==> config.mk <==
export PLATFORM = sky130hd
export DESIGN_NAME = pll_reset_seq
export DESIGN_NICKNAME = d
export VERILOG_FILES = /design/src/rtl/pll_reset_seq.sv
export SDC_FILE = /design/constraint.sdc
export NUM_CORES = 1
export LEC_CHECK = 0
export ABC_CLOCK_PERIOD_IN_PS = 2200
export BUFFER_PORTS_ARGS = -buffer_cell sky130_fd_sc_hd__buf_2
export CORE_MARGIN = 1
export CORE_UTILIZATION = 56
export DETAILED_ROUTE_END_ITERATION = 8
export HOLD_SLACK_MARGIN = 0.03
export PLACE_DENSITY = 0.77
export SLEW_MARGIN = 15
export SYNTH_ARGS = -nofsm -noshare
export SYNTH_HDL_FRONTEND = slang
export SYNTH_SLANG_ARGS = --single-unit
==> constraint.sdc <==
create_clock -name clk -period 2.2 [get_ports clk]
set_clock_uncertainty 0.2 [all_clocks]
set_input_delay 0.11 -clock clk [delete_from_list [all_inputs] [get_ports clk]]
set_output_delay 0.11 -clock clk [all_outputs]
set_load 0.05 [all_outputs]
==> src/rtl/pll_reset_seq.sv <==
// pll_reset_seq: reset and lock supervisor for the iCE40 PLL wrapper.
// Holds the PLL in reset, waits for lock, qualifies it for a stable window,
// then releases the system reset. Any loss of lock restarts the sequence.
// Ports:
//   clk          12 MHz reference clock (also the PLL reference)
//   rst_n        asynchronous active-low reset
//   pll_lock     raw PLL LOCK, asynchronous to clk
//   pll_resetb   PLL RESETB, low holds the PLL in reset
//   sys_rst_n    active-low system reset, high only in RUN
//   ready        high while in RUN
//   timeout      one-cycle pulse when a lock wait expires
//   relock_count lock losses from RUN, saturating at 255
module pll_reset_seq #(
  parameter int unsigned RESET_CYCLES        = 16,
  parameter int unsigned LOCK_STABLE_CYCLES  = 1024,
  parameter int unsigned LOCK_TIMEOUT_CYCLES = 65536,
  parameter int unsigned SYNC_STAGES         = 2
) (
  input  logic       clk,
  input  logic       rst_n,
  input  logic       pll_lock,
  output logic       pll_resetb,
  output logic       sys_rst_n,
  output logic       ready,
  output logic       timeout,
  output logic [7:0] relock_count
);

  localparam int unsigned MAX_RS  = (RESET_CYCLES > LOCK_STABLE_CYCLES) ?
                                    RESET_CYCLES : LOCK_STABLE_CYCLES;
  localparam int unsigned MAX_CNT = (MAX_RS > LOCK_TIMEOUT_CYCLES) ?
                                    MAX_RS : LOCK_TIMEOUT_CYCLES;
  localparam int unsigned CNT_W   = $clog2(MAX_CNT);

  localparam logic [CNT_W-1:0] RESET_LAST   = CNT_W'(RESET_CYCLES - 1);
  localparam logic [CNT_W-1:0] STABLE_LAST  = CNT_W'(LOCK_STABLE_CYCLES - 1);
  localparam logic [CNT_W-1:0] TIMEOUT_LAST = CNT_W'(LOCK_TIMEOUT_CYCLES - 1);

  typedef enum logic [1:0] {
    ST_HOLD      = 2'd0,
    ST_WAIT_LOCK = 2'd1,
    ST_STABLE    = 2'd2,
    ST_RUN       = 2'd3
  } state_t;

  state_t                 state_q, state_d;
  logic [CNT_W-1:0]       cnt_q;
  logic [SYNC_STAGES-1:0] sync_q;
  logic                   lock_s;
  logic                   timeout_c;
  logic                   relock_inc_c;
  logic                   pll_resetb_c;
  logic                   sys_rst_n_c;
  logic                   ready_c;
  logic [7:0]             relock_count_c;

  assign lock_s = sync_q[SYNC_STAGES-1];

  // Lock synchronizer, state register and shared cycle counter
  always_ff @(posedge clk or negedge rst_n) begin
    if (!rst_n) begin
      sync_q  <= '0;
      state_q <= ST_HOLD;
      cnt_q   <= '0;
    end else begin
      sync_q  <= {sync_q[SYNC_STAGES-2:0], pll_lock};
      state_q <= state_d;
      if (state_d != state_q) begin
        cnt_q <= '0;
      end else if (state_q != ST_RUN) begin
        cnt_q <= cnt_q + CNT_W'(1);
      end
    end
  end

  // Next-state logic; a drop beats the stable terminal count and lock
  // beats the timeout terminal count
  always_comb begin
    state_d      = state_q;
    timeout_c    = 1'b0;
    relock_inc_c = 1'b0;
    unique case (state_q)
      ST_HOLD: begin
        if (cnt_q == RESET_LAST) state_d = ST_WAIT_LOCK;
      end
      ST_WAIT_LOCK: begin
        if (lock_s) begin
          state_d = ST_STABLE;
        end else if (cnt_q == TIMEOUT_LAST) begin
          state_d   = ST_HOLD;
          timeout_c = 1'b1;
        end
      end
      ST_STABLE: begin
        if (!lock_s) begin
          state_d = ST_WAIT_LOCK;
        end else if (cnt_q == STABLE_LAST) begin
          state_d = ST_RUN;
        end
      end
      ST_RUN: begin
        if (!lock_s) begin
          state_d      = ST_HOLD;
          relock_inc_c = 1'b1;
        end
      end
      default: state_d = ST_HOLD;
    endcase
  end

  // Output decode from next state so registered outputs track the transition edge
  always_comb begin
    pll_resetb_c   = (state_d != ST_HOLD);
    sys_rst_n_c    = (state_d == ST_RUN);
    ready_c        = (state_d == ST_RUN);
    relock_count_c = relock_count;
    if (relock_inc_c && (relock_count != 8'hFF)) begin
      relock_count_c = relock_count + 8'd1;
    end
  end

  // Output registers
  always_ff @(posedge clk or negedge rst_n) begin
    if (!rst_n) begin
      pll_resetb   <= 1'b0;
      sys_rst_n    <= 1'b0;
      ready        <= 1'b0;
      timeout      <= 1'b0;
      relock_count <= 8'd0;
    end else begin
      pll_resetb   <= pll_resetb_c;
      sys_rst_n    <= sys_rst_n_c;
      ready        <= ready_c;
      timeout      <= timeout_c;
      relock_count <= relock_count_c;
    end
  end

endmodule

## Word-level counts from Yosys, hierarchy flattened

Cells that the tools add are included.

| cells by class | value |
|---|---|
| equal/unequal tests | 10 |
| reductions and logical operators | 4 |
| muxes and demuxes | 14 |
| add/sub/neg operators | 2 |

Operator list:

| operator | number |
|---|---|
| 16-bit 2-to-1 mux | 2 |
| 16-bit by 1-bit adder with 16-bit output, second input constant | 1 |
| 16-bit by 10-bit == test with 1-bit output, second input constant | 1 |
| 16-bit == test, second input constant | 1 |
| 16-bit by 4-bit == test with 1-bit output, second input constant | 1 |
| 2-bit 2-to-1 mux | 6 |
| 8-bit by 1-bit adder with 8-bit output, second input constant | 1 |
| 8-bit inequality test, second input constant | 1 |
| 2-bit one-hot mux with 4 select lines | 1 |
| 2-bit == test, second input constant | 3 |
| 1-bit 2-to-1 mux | 5 |
| 2-bit nonzero test | 2 |
| 2-bit by 1-bit == test with 1-bit output, second input constant | 1 |
| 2-bit logical NOT | 1 |
| 2-bit inequality test | 1 |
| 2-bit inequality test, second input constant | 1 |
| 1-bit logical AND | 1 |

| storage, ports and cells | value |
|---|---|
| input bits | 3 |
| output and inout port bits | 12 |
| register bits after elaboration | 31 |

## Longest topological paths before layout

| depth | value |
|---|---|
| word-level depth | 6 |
| gate-level depth with buffers | 8 |
| mapped depth without buffers | 6 |

## Worst setup path after synthesis

No wires, ideal clock.

| path | value |
|---|---|
| kind | flip-flop to flip-flop |
| from | reg relock_count[4] |
| to | reg relock_count[5] |
| data required time | 1.859 ns |
| slack | 0.189 ns |
| clock period less this slack | 2.011 ns |
| cell stages (with the launch flop) | 6 |
| buffers on the path | 0 |
| arrival | 1.670 ns |
| library setup time | 0.141 ns |
| cells stage by stage | dfrtp_1 and4_1 a41oi_2 and3_1 nand4_1 xnor2_1 |

| on the way | value |
|---|---|
| word-level cells in the longest chain between the ends | 2 |
| elaborated cells between the ends (all ways) | 3 |
| classes of those cells | 1 x add/sub; 1 x eq/ne; 1 x reduce/logical |

RTL lines:

| item | RTL line | source |
|---|---|---|
| start, declared | 26 | `output logic [7:0] relock_count` |
| start signal, assigned | 135 | `relock_count <= relock_count_c;` |
| branches (longest 2 deep; another with 8-bit by 1-bit adder with 8-bit output) | - |  |

Parallel ways; which one is timed is not known.
A chain may end at the register's enable or synchronous reset.

## Worst setup path in the final report

| path | value |
|---|---|
| from | reg cnt_q[0] |
| to | reg cnt_q[5] |

| on the way | value |
|---|---|
| word-level cells in the longest chain between the ends | 6 |
| elaborated cells between the ends (all ways) | 14 |
| classes of those cells | 1 x add/sub; 4 x eq/ne; 8 x mux; 1 x reduce/logical |

RTL lines:

| item | RTL line | source |
|---|---|---|
| start, declared | 47 | `logic [CNT_W-1:0] cnt_q;` |
| start signal, assigned | 71 | `cnt_q <= cnt_q + CNT_W'(1);` |
| 16-bit by 10-bit == test with 1-bit output / 16-bit == test (equally long branches) | 97, 89 |  |
| 2-bit 2-to-1 mux, on equally long branches | 97, 89 |  |
| 2-bit 2-to-1 mux, on equally long branches | 95, 87 |  |
| 2-bit one-hot mux with 4 select lines | 82 | `unique case (state_q)` |
| 2-bit inequality test | 68 | `if (state_d != state_q) begin` |
| 16-bit 2-to-1 mux / 2-bit nonzero test (equally long branches) | - |  |

Parallel ways exist; a longest one is shown, timed or not. The select of a mux whose other input is x is not followed.

==> metrics.yaml <==
drt-total-wl_um: 2873
diodes: 0
syn-num-nets: 161
ys_seq_area_share_pct: 47.62
hpwl_um: 2036
cts_buffer_depth: 2
tightestPinTransition_ps: 665.1
row_count: 19
synth-edff-count: 0
drive_above_1_share_pct: 20.81
crit_path_end_kind: "flip-flop"
post_synth_instance_area_um2: 1629
ys_async_sr_fraction_pct: 100.0
fin_area_um2: 1772
drtAntennaViolNets: 0
die_h_um: 55.94
cts_hold_buf: 2
required_ps: 2220
viasPerCell: 5.980
path_clk_slew_ps: 90
max_cap_viol_count: 0
area_delta_synth_final_pct: 8.756
clkLatencyLatePin_ps: 330
startpoint_type: "flip-flop"
antenna_found_initial: 0
peakVddDrop_mv: 0.8800
run_status: "completed"
synth_ff_type: "dfrtp_1"
cts_max_level: 2
setup_viol: 0
min_period_ps: 2045
grt_pass1_wl_um: 4995
placed_cells: 195
drt_first_pass_iters: 4
cts_sinks: 31
final_common_cell: "dfrtp_1"
crit_fanout: 13
drc: 0
start_util_pct: 59.07
dpl_cell_area_um2: 1695
post_cts_buffers: 0
die_area_um2: 3129
wl_per_cell_um: 14.08
rsz0062_at_grt: "no"
synthCells: 156
arrival_ps: 2060
cts_tree: "yes"
hold_viol_final: 0
io_pins: 15
port_buffers: 14
cts-resized-gates: 0
fin_tns_setup_ps: 0
p_per_area_nw_per_um2: 897.6
p_leak_uw: 0.0008237
drt_iter0_drc: 34
ys_types: 45
max_freq_mhz: 489.0
final_cells: 204
hold_class: "in -> async"
grt.total_usage_pct: 21.42
drv_slew: 0
fin_nets: 178
syn_area_per_cell_um2: 10.44
core_area_um2: 2758
cts_made_buffers: 5
yosysWarnings: 0
slew_headroom_pct: 55.66
grt_pass1_vias: 1106
vias: 1220
cts_root_buf: "clkbuf_4"
grt_max_degree: 32
final_cell_mix: "dfrtp_1 (31), nor2_1 (14), buf_2 (14), nand2_1 (13), xnor2_1 (10)"
period_share_pct: 92.95
critPathKind: "reg -> reg"
dieWidth_um: 55.94
gp_congestion: 0.9257
grt.overflow.total: 0
ys_ff_latch: 31
==> sequential cells by signal, summed over array words and instances (netlist names) <==
register      count
relock_count      8
sync_q            2
ready             1
cnt_q            16
pll_resetb        1
timeout           1
state_q           2
==> final timing paths <==
path,depth (start not counted),endpoint,slack (ps),from
min,2,cnt_q[9],130,rst_n
min reg2reg,0,sync_q[1],160,sync_q[0]
max in group asynchronous,2,cnt_q[2],1230,rst_n
max reg2reg,6,cnt_q[5],160,cnt_q[0]
min in group clk,0,sync_q[1],160,sync_q[0]
max,6,cnt_q[5],160,cnt_q[0]
==> Yosys cell counts (2+ instances only) <==
| master | instances | share of area, % |
|---|---|---|
| a211oi_1 | 2 | 0.92 |
| a21oi_1 | 2 | 0.61 |
| a31oi_1 | 2 | 0.77 |
| and2_1 | 2 | 0.77 |
| and3_1 | 5 | 1.9 |
| and3_4 | 2 | 1.4 |
| and4_1 | 3 | 1.6 |
| buf_4 | 2 | 0.92 |
| buf_6 | 2 | 1.4 |
| clkbuf_1 | 2 | 0.46 |
| dfrtp_1 | 31 | 48 |
| ha_1 | 2 | 1.5 |
| inv_1 | 3 | 0.69 |
| nand2_1 | 13 | 3.0 |
| nand3_1 | 8 | 2.5 |
| nand4_1 | 9 | 3.5 |
| nand4b_1 | 2 | 1.1 |
| nor2_1 | 14 | 3.2 |
| nor2_2 | 3 | 1.2 |
| nor2b_1 | 2 | 0.77 |
| nor4_1 | 2 | 0.77 |
| o21ai_0 | 3 | 0.92 |
| xnor2_1 | 10 | 5.4 |
| xor2_1 | 9 | 4.8 |
==> cells by family after synthesis <==
kind of cell,count (synthesis),share of synthesized area (%)
mux,1,0.6912
buf+inv,10,3.763
flops,31,47.62
simple gates,73,26.50
fa+ha+maj,2,1.536
compound gates,20,9.678
xor+xnor,19,10.22
==> cell type report <==
class                   count  area [um2]
inverters                   3       11.26
multi-input cells         115       792.0
clock inverters             1       5.005
repair buffers             17       97.59
clock buffers               6       51.30
fillers                   217       985.9
flip-flops and latches     31       775.7
well taps                  31       38.79
==> per-layer routing <==
metal	track usage, %	routed length (um)
met5	0	0
met4	10.45	72
met3	7.209	117
met2	33.56	1332
met1	26.66	1350
==> stage by stage <==
step / worst slack, ps / power [uW] / hold slack, ps / utilization [%]
3_3_place_gp: 212.8 / 1258 / -27.33 / 61.48
4_1_cts: 162.8 / 1603 / 153.7 / 64.25
6_report: 155.2 / 1590 / 134.0 / 64.25
3_5_place_dp: 181.1 / 1266 / -15.45 / 61.48
5_1_grt: 29.16 / 1693 / 166.0 / 64.25
2_1_floorplan: 189.1 / 1161 / -385.6 / -
==> power by group <==
part           internal [uW]  total (uW)  leakage, uW  switching [uW]
registers                647         726     0.000417            79.3
logic                    164         532     0.000373             368
clock network            148         332    0.0000341             185
total                    958        1590     0.000824             632
==> critical path, stage by stage (launching register included) <==
cell	delay, ps
dfrtp_1	440
ha_1	180
and3_1	280
nand4_2	200
o21ai_2	210
and3_4	310
o211ai_1	120
No activity file was read; power rests on OpenSTA's default activity.
